==> src/rtl/mem_arbiter_if.sv <==
`default_nettype none
// ============================================================================
//  Module   : mem_arbiter_if
//  Purpose  : Bundles the I-cache, D-cache and main-memory signals that meet
//             at mem_arbiter.
//  Modports : slave  - the arbiter's view. It takes cache requests and drives
//                      the memory port.
//             master - the environment's view (caches and memory model).
//  Signals  : i_req/i_addr -> i_rdata/i_rvalid/i_done      (I-cache)
//             d_req/d_we/d_addr/d_wdata/d_wstrb
//                          -> d_rdata/d_rvalid/d_done      (D-cache)
//             mem_req/mem_we/mem_addr/mem_wdata/mem_wstrb
//                          <- mem_rdata/mem_ack            (memory)
//  Revision : 1.0 - initial release
// ============================================================================
interface mem_arbiter_if #(
  parameter int ADDR_W = 32,
  parameter int DATA_W = 32
);
  // I-cache side
  logic              i_req;
  logic [ADDR_W-1:0] i_addr;
  logic [DATA_W-1:0] i_rdata;
  logic              i_rvalid;
  logic              i_done;
  // D-cache side
  logic              d_req;
  logic              d_we;
  logic [ADDR_W-1:0] d_addr;
  logic [DATA_W-1:0] d_wdata;
  logic [3:0]        d_wstrb;
  logic [DATA_W-1:0] d_rdata;
  logic              d_rvalid;
  logic              d_done;
  // Memory side
  logic              mem_req;
  logic              mem_we;
  logic [ADDR_W-1:0] mem_addr;
  logic [DATA_W-1:0] mem_wdata;
  logic [3:0]        mem_wstrb;
  logic [DATA_W-1:0] mem_rdata;
  logic              mem_ack;

  modport slave (
    input  i_req, i_addr,
    output i_rdata, i_rvalid, i_done,
    input  d_req, d_we, d_addr, d_wdata, d_wstrb,
    output d_rdata, d_rvalid, d_done,
    output mem_req, mem_we, mem_addr, mem_wdata, mem_wstrb,
    input  mem_rdata, mem_ack
  );

  modport master (
    output i_req, i_addr,
    input  i_rdata, i_rvalid, i_done,
    output d_req, d_we, d_addr, d_wdata, d_wstrb,
    input  d_rdata, d_rvalid, d_done,
    input  mem_req, mem_we, mem_addr, mem_wdata, mem_wstrb,
    output mem_rdata, mem_ack
  );
endinterface
`default_nettype wire

==> src/rtl/mem_arbiter.sv <==
`default_nettype none
// ============================================================================
//  Module   : mem_arbiter
//  Purpose  : Shares one main-memory port between the I-cache refill path
//             (read-only line refills) and the D-cache path (line refills or
//             single-word write-through stores).
//  Ports    : clk  - clock, rising edge
//             rst  - asynchronous, active-high reset
//             bus  - mem_arbiter_if.slave (cache request/response and memory
//                    handshake signals)
//  Options  : ARB_RR_EN - when defined, simultaneous requests alternate owner
//             (a last_owner register, reset to I). When undefined, D always
//             wins over I.
//  Revision : 1.0 - initial release
// ============================================================================
module mem_arbiter #(
  parameter int LINE_WORDS = 4,
  parameter int ADDR_W     = 32,
  parameter int DATA_W     = 32
) (
  input wire           clk,
  input wire           rst,
  mem_arbiter_if.slave bus
);

  localparam int c_BEAT_W = (LINE_WORDS > 1) ? $clog2(LINE_WORDS) : 1;
  localparam int c_OFF_W  = $clog2(LINE_WORDS) + 2;

  localparam logic [c_BEAT_W-1:0] c_LAST_BEAT = c_BEAT_W'(LINE_WORDS - 1);
  localparam logic [ADDR_W-1:0]   c_LINE_MASK =
      ~((ADDR_W'(1) << c_OFF_W) - ADDR_W'(1));
  localparam logic [ADDR_W-1:0]   c_WORD_MASK = ~ADDR_W'(3);

  localparam logic [1:0] c_IDLE  = 2'd0;
  localparam logic [1:0] c_GNT_I = 2'd1;
  localparam logic [1:0] c_GNT_D = 2'd2;
  localparam logic [1:0] c_TURN  = 2'd3;

  logic [1:0]          r_state;
  logic [1:0]          w_state_nxt;
  logic                r_owner_d;
  logic                r_we;
  logic [ADDR_W-1:0]   r_base;
  logic [DATA_W-1:0]   r_wdata;
  logic [3:0]          r_wstrb;
  logic [c_BEAT_W-1:0] r_beat;

  logic                w_busy;
  logic                w_grant;
  logic                w_grant_d;
  logic                w_beat_ack;
  logic                w_last_beat;
  logic                w_grant_we;
  logic [ADDR_W-1:0]   w_req_addr;

  // --------------------------------------------------------------------------
  // Arbitration. Requests are only looked at in IDLE.
  // --------------------------------------------------------------------------
  assign w_busy  = (r_state == c_GNT_I) || (r_state == c_GNT_D);
  assign w_grant = (r_state == c_IDLE) && (bus.i_req || bus.d_req);

`ifdef ARB_RR_EN
  logic r_last_d;

  // On a tie, the side that did not own the previous transaction wins.
  assign w_grant_d = bus.d_req && (!bus.i_req || !r_last_d);

  always_ff @(posedge clk or posedge rst) begin
    if (rst) begin
      r_last_d <= 1'b0;
    end else if (w_grant) begin
      r_last_d <= w_grant_d;
    end
  end
`else
  assign w_grant_d = bus.d_req;
`endif

  assign w_grant_we = w_grant_d && bus.d_we;
  assign w_req_addr = w_grant_d ? bus.d_addr : bus.i_addr;

  // An ack counts only while a request is actually presented.
  assign w_beat_ack  = w_busy && bus.mem_ack;
  assign w_last_beat = r_we || (r_beat == c_LAST_BEAT);

  // --------------------------------------------------------------------------
  // FSM: state register
  // --------------------------------------------------------------------------
  always_ff @(posedge clk or posedge rst) begin
    if (rst) begin
      r_state <= c_IDLE;
    end else begin
      r_state <= w_state_nxt;
    end
  end

  // --------------------------------------------------------------------------
  // FSM: next state
  // --------------------------------------------------------------------------
  always_comb begin
    w_state_nxt = r_state;
    case (r_state)
      c_IDLE: begin
        if (w_grant) begin
          w_state_nxt = w_grant_d ? c_GNT_D : c_GNT_I;
        end
      end
      c_GNT_I, c_GNT_D: begin
        if (w_beat_ack && w_last_beat) begin
          w_state_nxt = c_TURN;
        end
      end
      c_TURN:  w_state_nxt = c_IDLE;
      default: w_state_nxt = c_IDLE;
    endcase
  end

  // --------------------------------------------------------------------------
  // Transaction registers. These are captured at the grant edge, so later
  // changes on the request inputs have no effect on the running transaction.
  // --------------------------------------------------------------------------
  always_ff @(posedge clk or posedge rst) begin
    if (rst) begin
      r_owner_d <= 1'b0;
      r_we      <= 1'b0;
      r_base    <= '0;
      r_wdata   <= '0;
      r_wstrb   <= '0;
      r_beat    <= '0;
    end else if (w_grant) begin
      r_owner_d <= w_grant_d;
      r_we      <= w_grant_we;
      r_base    <= w_req_addr & (w_grant_we ? c_WORD_MASK : c_LINE_MASK);
      r_wdata   <= bus.d_wdata;
      r_wstrb   <= bus.d_wstrb;
      r_beat    <= '0;
    end else if (w_beat_ack) begin
      r_beat    <= r_beat + 1'b1;
    end
  end

  // --------------------------------------------------------------------------
  // FSM: outputs. All outputs are gated to zero outside their valid window.
  // --------------------------------------------------------------------------
  always_comb begin
    bus.mem_req   = w_busy;
    bus.mem_we    = w_busy && r_we;
    bus.mem_addr  = w_busy ? (r_base + (ADDR_W'(r_beat) << 2)) : '0;
    bus.mem_wdata = (w_busy && r_we) ? r_wdata : '0;
    bus.mem_wstrb = (w_busy && r_we) ? r_wstrb : '0;

    bus.i_rvalid  = w_beat_ack && !r_we && (r_state == c_GNT_I);
    bus.d_rvalid  = w_beat_ack && !r_we && (r_state == c_GNT_D);
    bus.i_rdata   = bus.i_rvalid ? bus.mem_rdata : '0;
    bus.d_rdata   = bus.d_rvalid ? bus.mem_rdata : '0;

    // TURN is exactly the cycle after the last ack, so done lives there.
    bus.i_done    = (r_state == c_TURN) && !r_owner_d;
    bus.d_done    = (r_state == c_TURN) &&  r_owner_d;
  end

endmodule
`default_nettype wire

==> src/flat_wrapper.sv <==
// flat-port wrapper written by rule: the top's interface ports become plain ports
module mem_arbiter_flat 
#(
  parameter int LINE_WORDS = 4,
  parameter int ADDR_W     = 32,
  parameter int DATA_W     = 32
)
  (clk, rst, bus_i_req, bus_i_addr, bus_i_rdata, bus_i_rvalid, bus_i_done, bus_d_req, bus_d_we, bus_d_addr, bus_d_wdata, bus_d_wstrb, bus_d_rdata, bus_d_rvalid, bus_d_done, bus_mem_req, bus_mem_we, bus_mem_addr, bus_mem_wdata, bus_mem_wstrb, bus_mem_rdata, bus_mem_ack);
  mem_arbiter_if #(.ADDR_W(ADDR_W), .DATA_W(DATA_W)) bus_i ();
  input wire clk;
  input wire rst;
  input wire logic [$bits(bus_i.i_req)-1:0] bus_i_req;
  input wire logic [$bits(bus_i.i_addr)-1:0] bus_i_addr;
  output wire logic [$bits(bus_i.i_rdata)-1:0] bus_i_rdata;
  output wire logic [$bits(bus_i.i_rvalid)-1:0] bus_i_rvalid;
  output wire logic [$bits(bus_i.i_done)-1:0] bus_i_done;
  input wire logic [$bits(bus_i.d_req)-1:0] bus_d_req;
  input wire logic [$bits(bus_i.d_we)-1:0] bus_d_we;
  input wire logic [$bits(bus_i.d_addr)-1:0] bus_d_addr;
  input wire logic [$bits(bus_i.d_wdata)-1:0] bus_d_wdata;
  input wire logic [$bits(bus_i.d_wstrb)-1:0] bus_d_wstrb;
  output wire logic [$bits(bus_i.d_rdata)-1:0] bus_d_rdata;
  output wire logic [$bits(bus_i.d_rvalid)-1:0] bus_d_rvalid;
  output wire logic [$bits(bus_i.d_done)-1:0] bus_d_done;
  output wire logic [$bits(bus_i.mem_req)-1:0] bus_mem_req;
  output wire logic [$bits(bus_i.mem_we)-1:0] bus_mem_we;
  output wire logic [$bits(bus_i.mem_addr)-1:0] bus_mem_addr;
  output wire logic [$bits(bus_i.mem_wdata)-1:0] bus_mem_wdata;
  output wire logic [$bits(bus_i.mem_wstrb)-1:0] bus_mem_wstrb;
  input wire logic [$bits(bus_i.mem_rdata)-1:0] bus_mem_rdata;
  input wire logic [$bits(bus_i.mem_ack)-1:0] bus_mem_ack;
  assign bus_i.i_req = bus_i_req;
  assign bus_i.i_addr = bus_i_addr;
  assign bus_i_rdata = bus_i.i_rdata;
  assign bus_i_rvalid = bus_i.i_rvalid;
  assign bus_i_done = bus_i.i_done;
  assign bus_i.d_req = bus_d_req;
  assign bus_i.d_we = bus_d_we;
  assign bus_i.d_addr = bus_d_addr;
  assign bus_i.d_wdata = bus_d_wdata;
  assign bus_i.d_wstrb = bus_d_wstrb;
  assign bus_d_rdata = bus_i.d_rdata;
  assign bus_d_rvalid = bus_i.d_rvalid;
  assign bus_d_done = bus_i.d_done;
  assign bus_mem_req = bus_i.mem_req;
  assign bus_mem_we = bus_i.mem_we;
  assign bus_mem_addr = bus_i.mem_addr;
  assign bus_mem_wdata = bus_i.mem_wdata;
  assign bus_mem_wstrb = bus_i.mem_wstrb;
  assign bus_i.mem_rdata = bus_mem_rdata;
  assign bus_i.mem_ack = bus_mem_ack;
  mem_arbiter #(.LINE_WORDS(LINE_WORDS), .ADDR_W(ADDR_W), .DATA_W(DATA_W)) u_core (.clk(clk), .rst(rst), .bus(bus_i));
endmodule
==> config.mk <==
export PLATFORM = sky130hd
export DESIGN_NAME = mem_arbiter_flat
export DESIGN_NICKNAME = d
export VERILOG_FILES = /design/src/rtl/mem_arbiter_if.sv /design/src/rtl/mem_arbiter.sv /design/src/flat_wrapper.sv
export SDC_FILE = /design/constraint.sdc
export NUM_CORES = 1
export LEC_CHECK = 0
export BUFFER_PORTS_ARGS = -buffer_cell sky130_fd_sc_hd__buf_2
export CAP_MARGIN = 20
export CORE_MARGIN = 3
export CORE_UTILIZATION = 40
export DETAILED_ROUTE_END_ITERATION = 10
export GPL_TIMING_DRIVEN = 1
export PLACE_DENSITY = 0.78
export SYNTH_ARGS = -nofsm -noshare
export SYNTH_HDL_FRONTEND = slang
export SYNTH_SLANG_ARGS = --single-unit
==> constraint.sdc <==
create_clock -name clk -period 2.9 [get_ports clk]
set_clock_uncertainty 0.2 [all_clocks]
set_input_delay 0.58 -clock clk [delete_from_list [all_inputs] [get_ports clk]]
set_output_delay 0.58 -clock clk [all_outputs]
set_load 0.005 [all_outputs]
==> impl_results.md, run 1 <==
* Status: finished with violations
* Violated checks: setup timing
* Final WS setup at -0.357 ns
* Non-Filler Instances at 1003
* CTS tree: yes
* CP arrival at 2.48 ns
* Vias per inst at 5.05
* CP Launch Point: u_core.r_beat[0]$_DFFE_PP0P_
* Worst-path cell chain: ha_2 -> inv_2 -> fa_2 -> and4b_2 -> nand2_4 -> or4_1 -> a21oi_2 -> buf_2
* Worst reg2reg endpoint: u_core.r_base[20]$_DFFE_PP0P_
* Drt first pass iters at 5
* Fin crit share at 1.12
* Buffers added on ports at 267
* Largest net degree at the start of global routing at 64
* Leakage power at 3.89 nW
* Commonest non-fill, non-tap cell in the layout: buf_2
* Num ports at 276
* Worst EP required at 2.12 ns
* RSZ-0062 raised after global routing: yes
* Max-slew headroom at 0.566
* Initial antenna violation count at 0
* Rows at 38
* CTS Buf Count at 9
* Reg2Reg Depth at 5
* Yosys top cell area share at 0.394
* Largest stage delay on the critical path at 0.50 ns
* Fin nets at 1005
* DPL Wire Length at 11.0 mm
* Crit end category: primary output
* Worst r2r src: u_core.r_state[1]$_DFFE_PP0P_
* Vias at 5061
* Starting Density at 0.416
* Crit path max fanout at 6
* Simple-Gate Fraction of Synth Area at 0.368
* Clk sinks at 72
* FF-to-FF setup slack at 1.05 ns
* Final Setup Violations at 22
* Async SR Flop Fraction at 1.00
* Drt total wl at 15.7 mm
* Worst Setup Start Kind: register
* Synth warn at 0
* Leading cell types in the layout, fill and taps excluded: buf_2 (268), nand2_1 (157), dfrtp_1 (71)
* Worst-margin pin slew at 0.650 ns
* Synth area leaders: dfrtp_1 (39%), nand2_1 (13%), and2_1 (9.3%)
* DRT iter0 DRCs at 374
* Min Clock Period, post-route at 3.26 ns
* Worst vdd ir at 0.582 mV
* Mapped Cells at 576
* Post-synthesis adder-cell area fraction at 0.0263
* Post-synthesis xor/xnor area fraction at 0.0249
* Hold crit path type: in2async
* First-pass GRT wire length at 23.9 mm
* Core area at 0.0110 mm2
* Placed inst area at 0.00624 mm2
* Largest family of logic cells by synthesized area: simple AND/OR/NAND/NOR gates
* # DRC at 0
* Syn Std Cell Area at 0.00457 mm2
* Clk buf depth at 2
* Prevailing post-synth register cell: dfrtp_1
* Die Span Y at 113 um
* Setup crit end: bus_mem_addr[24]
* Die width at 113 um
* Avg Cell Area, Syn at 7.94 um2
* Area grow syn2layout at 49.0%
* Vias in the first global route at 4840
* Setup Crit Path Kind: reg2out
* Compound-Gate Fraction of Synth Area at 0.0818
* Dpl cells at 978
* Maxcap violations at 0
* Design area at 0.00682 mm2
* Number of flops mapped to enable cells by yosys at 0
* CP top delay family: simple AND/OR/NAND/NOR gates
* Share of cells above drive strength 1 at 0.429
* Hold Vio Cnt, Final at 0
* Final ANT Viol Nets at 0
* Skew-Pair Late Insertion Delay at 0.33 ns
* Core Util, Final at 0.621
* Clk root buf: clkbuf_16
* Die Area at 0.0128 mm2
* Multiplexer area fraction after synthesis at 0.0613
* Clock transition at the registers of the reported paths at 0.06 ns
* DR WL/cell at 15.6 um
* Seq cells post-synth at 72
* Sequential area share after synthesis at 0.394
* H-tree Lvls at 3
* Global-route usage over all layers at 0.231
* Setup tns final at -4.50 ns
* Number of cells on the critical path at 8
* Synth area leader: dfrtp_1
* Slowest-stage cell, CP: or4_1
* Remaining Overflow, GRT at 0
* Final GP Congestion at 0.822
* FMAX at 307 MHz
* PwrDens at 889 mW/mm2
* Count of different cell masters after synthesis at 40
* Slew Limit Fails at 0
* Bufs and invs on worst path at 2
-- metal layers --
| metal | global-route usage | vias up | part of all wire |
|---|---|---|---|
| li1 | - | 2480 | - |
| met5 | 0 | - | 0 |
| met4 | 0.0601 | 0 | 0.015 |
| met1 | 0.299 | 2354 | 0.41 |
| met3 | 0.0749 | 21 | 0.093 |
| met2 | 0.373 | 206 | 0.48 |
-- synth_stat cells, types with 4 or more instances --
| master | count |
|---|---|
| xnor2_1 | 4 |
| dfrtp_1 | 72 |
| nand3_1 | 9 |
| nor2_1 | 18 |
| a21oi_1 | 17 |
| ha_1 | 8 |
| xor2_1 | 9 |
| and2_1 | 68 |
| nand4_1 | 7 |
| inv_1 | 7 |
| mux2i_1 | 28 |
| clkbuf_1 | 35 |
| or4_1 | 9 |
| and3_1 | 38 |
| o31ai_1 | 8 |
| o21ai_0 | 39 |
| nand2_1 | 159 |
| or3_1 | 8 |
-- how the worst min path moves through the flow --
| stage | from | end | slack (ns) | cells after the start |
|---|---|---|---|---|
| final | rst | u_core.r_wdata[5]$_DFFE_PP0P_ | 0.13 | 2 |
| after global routing | rst | u_core.r_wdata[3]$_DFFE_PP0P_ | 0.16 | 2 |
| after CTS | rst | u_core.r_wdata[3]$_DFFE_PP0P_ | 0.14 | 2 |
| after detailed placement | u_core.r_wdata[22]$_DFFE_PP0P_ | u_core.r_wdata[22]$_DFFE_PP0P_ | 0.26 | 2 |
| after global placement | u_core.r_wdata[10]$_DFFE_PP0P_ | u_core.r_wdata[10]$_DFFE_PP0P_ | 0.25 | 2 |
| after floorplan | u_core.r_wdata[19]$_DFFE_PP0P_ | u_core.r_wdata[19]$_DFFE_PP0P_ | 0.24 | 2 |
-- cell type report --
class / instances / area, um2
Fill cell: 1009 / 4170
Multi-Input combinational cell: 456 / 2770
Sequential cell: 72 / 1800
Timing Repair Buffer: 312 / 1750
Clock buffer: 9 / 225
Tap cell: 140 / 175
Clock inverter: 6 / 61.3
Inverter: 7 / 26.3
Antenna cell: 1 / 2.50
-- flip-flops by register name, indices dropped and copies added (netlist names) --
signal	cells
u_core.r_base	30
u_core.r_beat	2
u_core.r_owner_d	1
u_core.r_state	2
u_core.r_wdata	32
u_core.r_we	1
u_core.r_wstrb	4
-- through the flow --
| stage | power (mW) | setup slack, ns | hold WS (ns) |
|---|---|---|---|
| detailed placement | 4.65 | -0.0726 | 0.256 |
| global route | 6.60 | -0.463 | 0.162 |
| floorplan | 3.43 | 0.00517 | 0.237 |
| global placement | 4.59 | -0.0778 | 0.251 |
| CTS | 5.83 | -0.360 | 0.136 |
| finish | 6.06 | -0.357 | 0.130 |
-- kinds of logic (layout without fill, tap and decap cells) --
group / count (synthesis) / after routing
AO/OA/AOI/OAI: 69 / 69
buffers and inverters: 49 / 334
XOR/XNOR: 13 / 13
adder cells (fa/ha/maj): 9 / 9
multiplexers: 28 / 28
AND/OR/NAND/NOR: 335 / 335
other: 1 / 3
flip-flops: 72 / 72
-- power by group --
| group | switching, mW | internal [mW] | leakage (nW) |
|---|---|---|---|
| combinational | 1.74 | 1.36 | 2.86 |
| clock | 0.422 | 0.657 | 0.141 |
| sequential | 0.382 | 1.50 | 0.890 |
| total | 2.55 | 3.51 | 3.89 |
-- repair_timing --
item | in CTS | in global routing
gates resized for setup | 25 | 32
hold buffers | 0 | 0
pin swaps | 13 | 12
endpoints found under the setup margin | 25 | 69
gates cloned | 0 | 4
setup buffers | 3 | 3
No activity file was read; power rests on OpenSTA's default activity.
==> inputs of run 2 (changes only) <==
--- a/config.mk
+++ b/config.mk
@@ -13,4 +13,5 @@
 export GPL_TIMING_DRIVEN = 1
 export PLACE_DENSITY = 0.78
+export SLEW_MARGIN = 20
 export SYNTH_ARGS = -nofsm -noshare
 export SYNTH_HDL_FRONTEND = slang
==> constraint.sdc (replaced) <==
create_clock -name clk -period 2.9 [get_ports clk]
set_clock_uncertainty 0.2 [all_clocks]
set_input_delay 0.58 -clock clk [delete_from_list [all_inputs] [get_ports clk]]
set_output_delay 0.58 -clock clk [all_outputs]
set_load 0.1 [all_outputs]
==> run 2 against run 1 <==
- the run still ends with setup timing left
- utilization is 19 points higher
- sequential cell count did not move
- register-to-register slack improved by 0.10 ns
- routed wire length grew 18%
- first-iteration DRC count is 8.3% lower
- non-clock buffer count is 10 higher
- worst setup slack got worse by 0.070 ns
- sequential share of layout area fell by 6.2 points
- critical endpoint is now bus_mem_addr[30]
==> impl_results.md, run 2 (same netlist as run 1, synthesis figures left out) <==
* Status: finished with violations
* Violated checks: setup timing
* DR WL/cell at 18.2 um
* Vias at 5304
* Clk sinks at 72
* Global-route usage over all layers at 0.277
* First-pass GRT wire length at 28.2 mm
* Clock transition at the registers of the reported paths at 0.06 ns
* CTS tree: yes
* Busiest grt layer: met2
* Buffers added on ports at 267
* DPL Wire Length at 12.8 mm
* Min Clock Period, post-route at 3.33 ns
* Die Area at 0.0128 mm2
* Remaining Overflow, GRT at 0
* Reg2Reg Depth at 5
* FF-to-FF setup slack at 1.15 ns
* Maxcap violations at 0
* Clk root buf: clkbuf_16
* Die Span Y at 113 um
* Share of cells above drive strength 1 at 0.558
* Final WS setup at -0.427 ns
* Worst-path cell chain: ha_4 -> inv_2 -> fa_2 -> and4b_2 -> buf_6 -> nand2_4 -> or4_4 -> a21oi_4 -> buf_12
* Clk buf depth at 2
* Skew-Pair Late Insertion Delay at 0.33 ns
* Grt met2 use at 0.491
* Starting Density at 0.416
* Area grow syn2layout at 94.8%
* Fin nets at 1015
* Max FFs per register at 32
* N_diodes at 0
* Hold Buf Count CTS at 0
* Drt first pass iters at 5
* Num ports at 276
* Initial antenna violation count at 0
* Crit path max fanout at 7
* Rows at 38
* Slew Limit Fails at 0
* DRT iter0 DRCs at 343
* Final GP Congestion at 0.806
* Hold Vio Cnt, Final at 0
* Fin crit share at 1.15
* Setup Crit Path Kind: reg2out
* Worst Setup Start Kind: register
* Largest stage delay on the critical path at 0.43 ns
* Vias in the first global route at 5487
* RSZ-0062 raised after global routing: yes
* CP top delay family: simple AND/OR/NAND/NOR gates
* CP Launch Point: u_core.r_beat[0]$_DFFE_PP0P_
* # DRC at 0
* H-tree Lvls at 3
* Biggest register: u_core.r_wdata
* Design area at 0.00891 mm2
* Drt total wl at 18.4 mm
* Final Setup Violations at 21
* Leading cell types in the layout, fill and taps excluded: buf_2 (171), nand2_1 (156), buf_12 (102)
* Fill cells at 643
* M1 GR Usage at 0.331
* Met3 Use GR at 0.0701
* Slowest-stage cell, CP: or4_4
* Worst EP required at 2.12 ns
* Crit end category: primary output
* Top flop regs: u_core.r_wdata: 32 flops, u_core.r_base: 30 flops, u_core.r_wstrb: 4 flops
* Worst reg2reg endpoint: u_core.r_state[0]$_DFFE_PP0P_
* Final ANT Viol Nets at 0
* CP arrival at 2.55 ns
* Commonest non-fill, non-tap cell in the layout: buf_2
* Bufs and invs on worst path at 3
* Die width at 113 um
* FMAX at 301 MHz
* Worst r2r src: u_core.r_we$_DFFE_PP0P_
* Vias per inst at 5.24
* Hold crit path type: in2async
* CTS Buf Count at 9
* Largest net degree at the start of global routing at 97
* Core area at 0.0110 mm2
* Placed inst area at 0.00818 mm2
-- run 2: cell types whose count changed in the layout (fill, tap and decap cells not counted), moves of 10 or more --
cell     change
buf_12      +99
buf_4       +10
buf_2       -97
a21oi_4     +16
nor2_4      +10
a21oi_2     -11
and2_2      +25
nor2_1      -13
and2_4      +40
and2_1      -65
-- run 2: area by class of cell --
type	count	area, um2	share of cell area
Tap cell	140	175	0.0197
Multi-Input combinational cell	456	3260	0.366
Clock inverter	6	93.8	0.0105
Sequential cell	72	1810	0.203
Inverter	7	26.3	0.00295
Clock buffer	9	225	0.0253
Timing Repair Buffer	322	3320	0.373
-- run 2: worst max-delay path by stage --
stage | endpoint | slack (ns) | cells after the start
after floorplan | bus_mem_addr[28] | -0.31 | 8
final | bus_mem_addr[30] | -0.43 | 9
after CTS | bus_mem_addr[30] | -0.45 | 9
after global routing | bus_mem_addr[30] | -0.53 | 9
after global placement | bus_mem_addr[20] | -0.08 | 9
after detailed placement | bus_mem_addr[30] | -0.17 | 10
-- run 2: timing repair --
action | in CTS | in global routing
cloned | 1 | 0
endpoints found under the hold margin | 0 | 0
resized for setup | 33 | 13
buffers inserted | 16 | 6
pin swaps | 15 | 10
setup endpoints to repair | 39 | 63
-- run 2: metrics by stage --
step,instances,hold WS (ns),utilization,worst slack (ns),setup TNS [ns]
2_1_floorplan,577,0.237,-,-0.312,-2.89
3_3_place_gp,975,0.250,0.745,-0.0767,-0.345
3_5_place_dp,975,0.255,0.745,-0.170,-0.682
4_1_cts,1006,0.160,0.802,-0.445,-6.22
5_1_grt,1012,0.184,0.811,-0.529,-8.62
6_report,1012,0.152,0.811,-0.427,-6.82
-- run 2: routing by layer --
metal,vias up,routed length (um)
met5,-,0
met4,0,435
met3,40,1390
met2,230,9660
met1,2545,6950
li1,2489,-
-- run 2: worst reg2reg max path, stage by stage, from the launching register on --
cell and delay [ns]:
dfrtp_1 0.45, buf_4 0.36, o21ai_0 0.14, a22oi_1 0.30, nor2_1 0.08, a31oi_1 0.14
Power of run 2 is left out: the tool's default activity adds up to more than one toggle a clock period on the data nets, which glitch-free logic cannot reach.
==> inputs of run 3 (changes only) <==
- SKIP_LAST_GASP: not set -> 1
==> run 3 against run 2 <==
- the flow still finishes with violations (setup timing)
- die area did not move
- utilization barely moved
- sequential cell count did not move
- critical path type unchanged
- largest cell class unchanged
==> impl_results.md, run 3 (same netlist as run 1, synthesis figures left out) <==
* Clock transition at the registers of the reported paths at 0.06 ns
* CTS tree: yes
* Max-slew headroom at 0.662
* Leading cell types in the layout, fill and taps excluded: buf_2 (171), nand2_1 (156), buf_12 (102)
* H-tree Lvls at 3
* Drt first pass iters at 5
* Share of cells above drive strength 1 at 0.559
* Status: finished with violations
* Hold crit path type: in2async
* Hold Vio Cnt, Final at 0
* Placed inst area at 0.00818 mm2
* Commonest non-fill, non-tap cell in the layout: buf_2
* Worst EP required at 2.12 ns
* Top flop regs: u_core.r_wdata: 32 flops, u_core.r_base: 30 flops, u_core.r_wstrb: 4 flops
* Clk buf depth at 2
* Final WS setup at -0.480 ns
* Fin nets at 1016
* Worst-margin pin slew at 0.511 ns
* RSZ-0062 raised after global routing: yes
* DR WL/cell at 17.7 um
* N_diodes at 0
* Pre-CTS setup slack at -0.170 ns
* Fill cells at 646
* Final Setup Violations at 21
* Die Span Y at 113 um
* DRT iter0 DRCs at 273
* Core area at 0.0110 mm2
* Hold Slack at 0.155 ns
* CTS Buf Count at 9
* Crit end category: primary output
* Vias per inst at 5.18
* Design area at 0.00890 mm2
* Violated checks: setup timing
* Worst Setup Start Kind: register
* # DRC at 0
* Maxcap violations at 0
* FMAX at 296 MHz
* Biggest register: u_core.r_wdata
* Area grow syn2layout at 94.7%
* Crit path max fanout at 5
* Clk sinks at 72
* Buffers added on ports at 267
* Min Clock Period, post-route at 3.38 ns
* Clk root buf: clkbuf_16
* Vias in the first global route at 5527
* Die width at 113 um
* CP arrival at 2.60 ns
* Rows at 38
* Multi-input logic area at 0.00325 mm2
* Largest net degree at the start of global routing at 97
* Global-route usage over all layers at 0.275
* Hold Buf Count CTS at 0
* Core Util, Final at 0.811
* Die Area at 0.0128 mm2
* Setup Crit Path Kind: reg2out
* Drt total wl at 18.0 mm
* Fin crit share at 1.17
* Max FFs per register at 32
* Initial antenna violation count at 0
* Final GP Congestion at 0.806
* Final ANT Viol Nets at 0
* DPL Wire Length at 12.8 mm
* First-pass GRT wire length at 28.1 mm
* Remaining Overflow, GRT at 0
* Sequential Area at 0.00181 mm2
* Skew-Pair Late Insertion Delay at 0.33 ns
* Slew Limit Fails at 0
* Vias at 5250
* Num ports at 276
* Starting Density at 0.416
[run 3: what timing repair did]
action / 4_1_cts / 5_1_grt
cloned: 1 / 0
resized for setup: 32 / 12
pin swaps: 15 / 13
buffers inserted: 16 / 7
endpoints found under the setup margin: 39 / 62
[run 3: worst paths after layout]
| path | end | slack (ns) | cells past startpoint | start |
|---|---|---|---|---|
| max reg2reg | u_core.r_state[0]$_DFFE_PP0P_ | 1.15 | 5 | u_core.r_we$_DFFE_PP0P_ |
| max in group asynchronous | u_core.r_base[12]$_DFFE_PP0P_ | 1.98 | 3 | rst |
| min reg2reg | u_core.r_wdata[1]$_DFFE_PP0P_ | 0.27 | 2 | u_core.r_wdata[1]$_DFFE_PP0P_ |
| min | u_core.r_wstrb[1]$_DFFE_PP0P_ | 0.16 | 3 | rst |
| min in group clk | u_core.r_wdata[22]$_DFFE_PP0P_ | 0.23 | 3 | bus_d_wdata[22] |
| max | bus_mem_addr[16] | -0.48 | 10 | u_core.r_beat[0]$_DFFE_PP0P_ |
[run 3: stage by stage]
step,std cells,setup TNS [ns]
6_report,1013,-6.79
5_1_grt,1013,-8.72
4_1_cts,1006,-6.22
3_5_place_dp,975,-0.682
3_3_place_gp,975,-0.345
2_1_floorplan,577,-2.89
[run 3: area by class of cell]
class / count / area share
clock buffer: 9 / 0.0253
multi-input combinational: 456 / 0.365
timing repair buffer: 323 / 0.373
tap: 140 / 0.0197
clock inverter: 6 / 0.0105
sequential: 72 / 0.203
inverter: 7 / 0.00295
[run 3: per-layer routing]
layer	routed length, um	global-route usage	up-vias
met5	0	0	-
met4	499	0.0873	0
met3	1280	0.0770	40
met2	9450	0.483	200
met1	6720	0.325	2516
li1	-	-	2494
[run 3: worst max-delay path, cell delays in order, from the launching register on]
cell	delay (ns)
dfrtp_1	0.39
ha_4	0.16
inv_2	0.03
fa_2	0.33
and4b_2	0.33
buf_6	0.12
buf_6	0.10
nand4_1	0.21
xor2_2	0.27
nor2_4	0.14
buf_12	0.18
Power of run 3 is left out for the same reason.
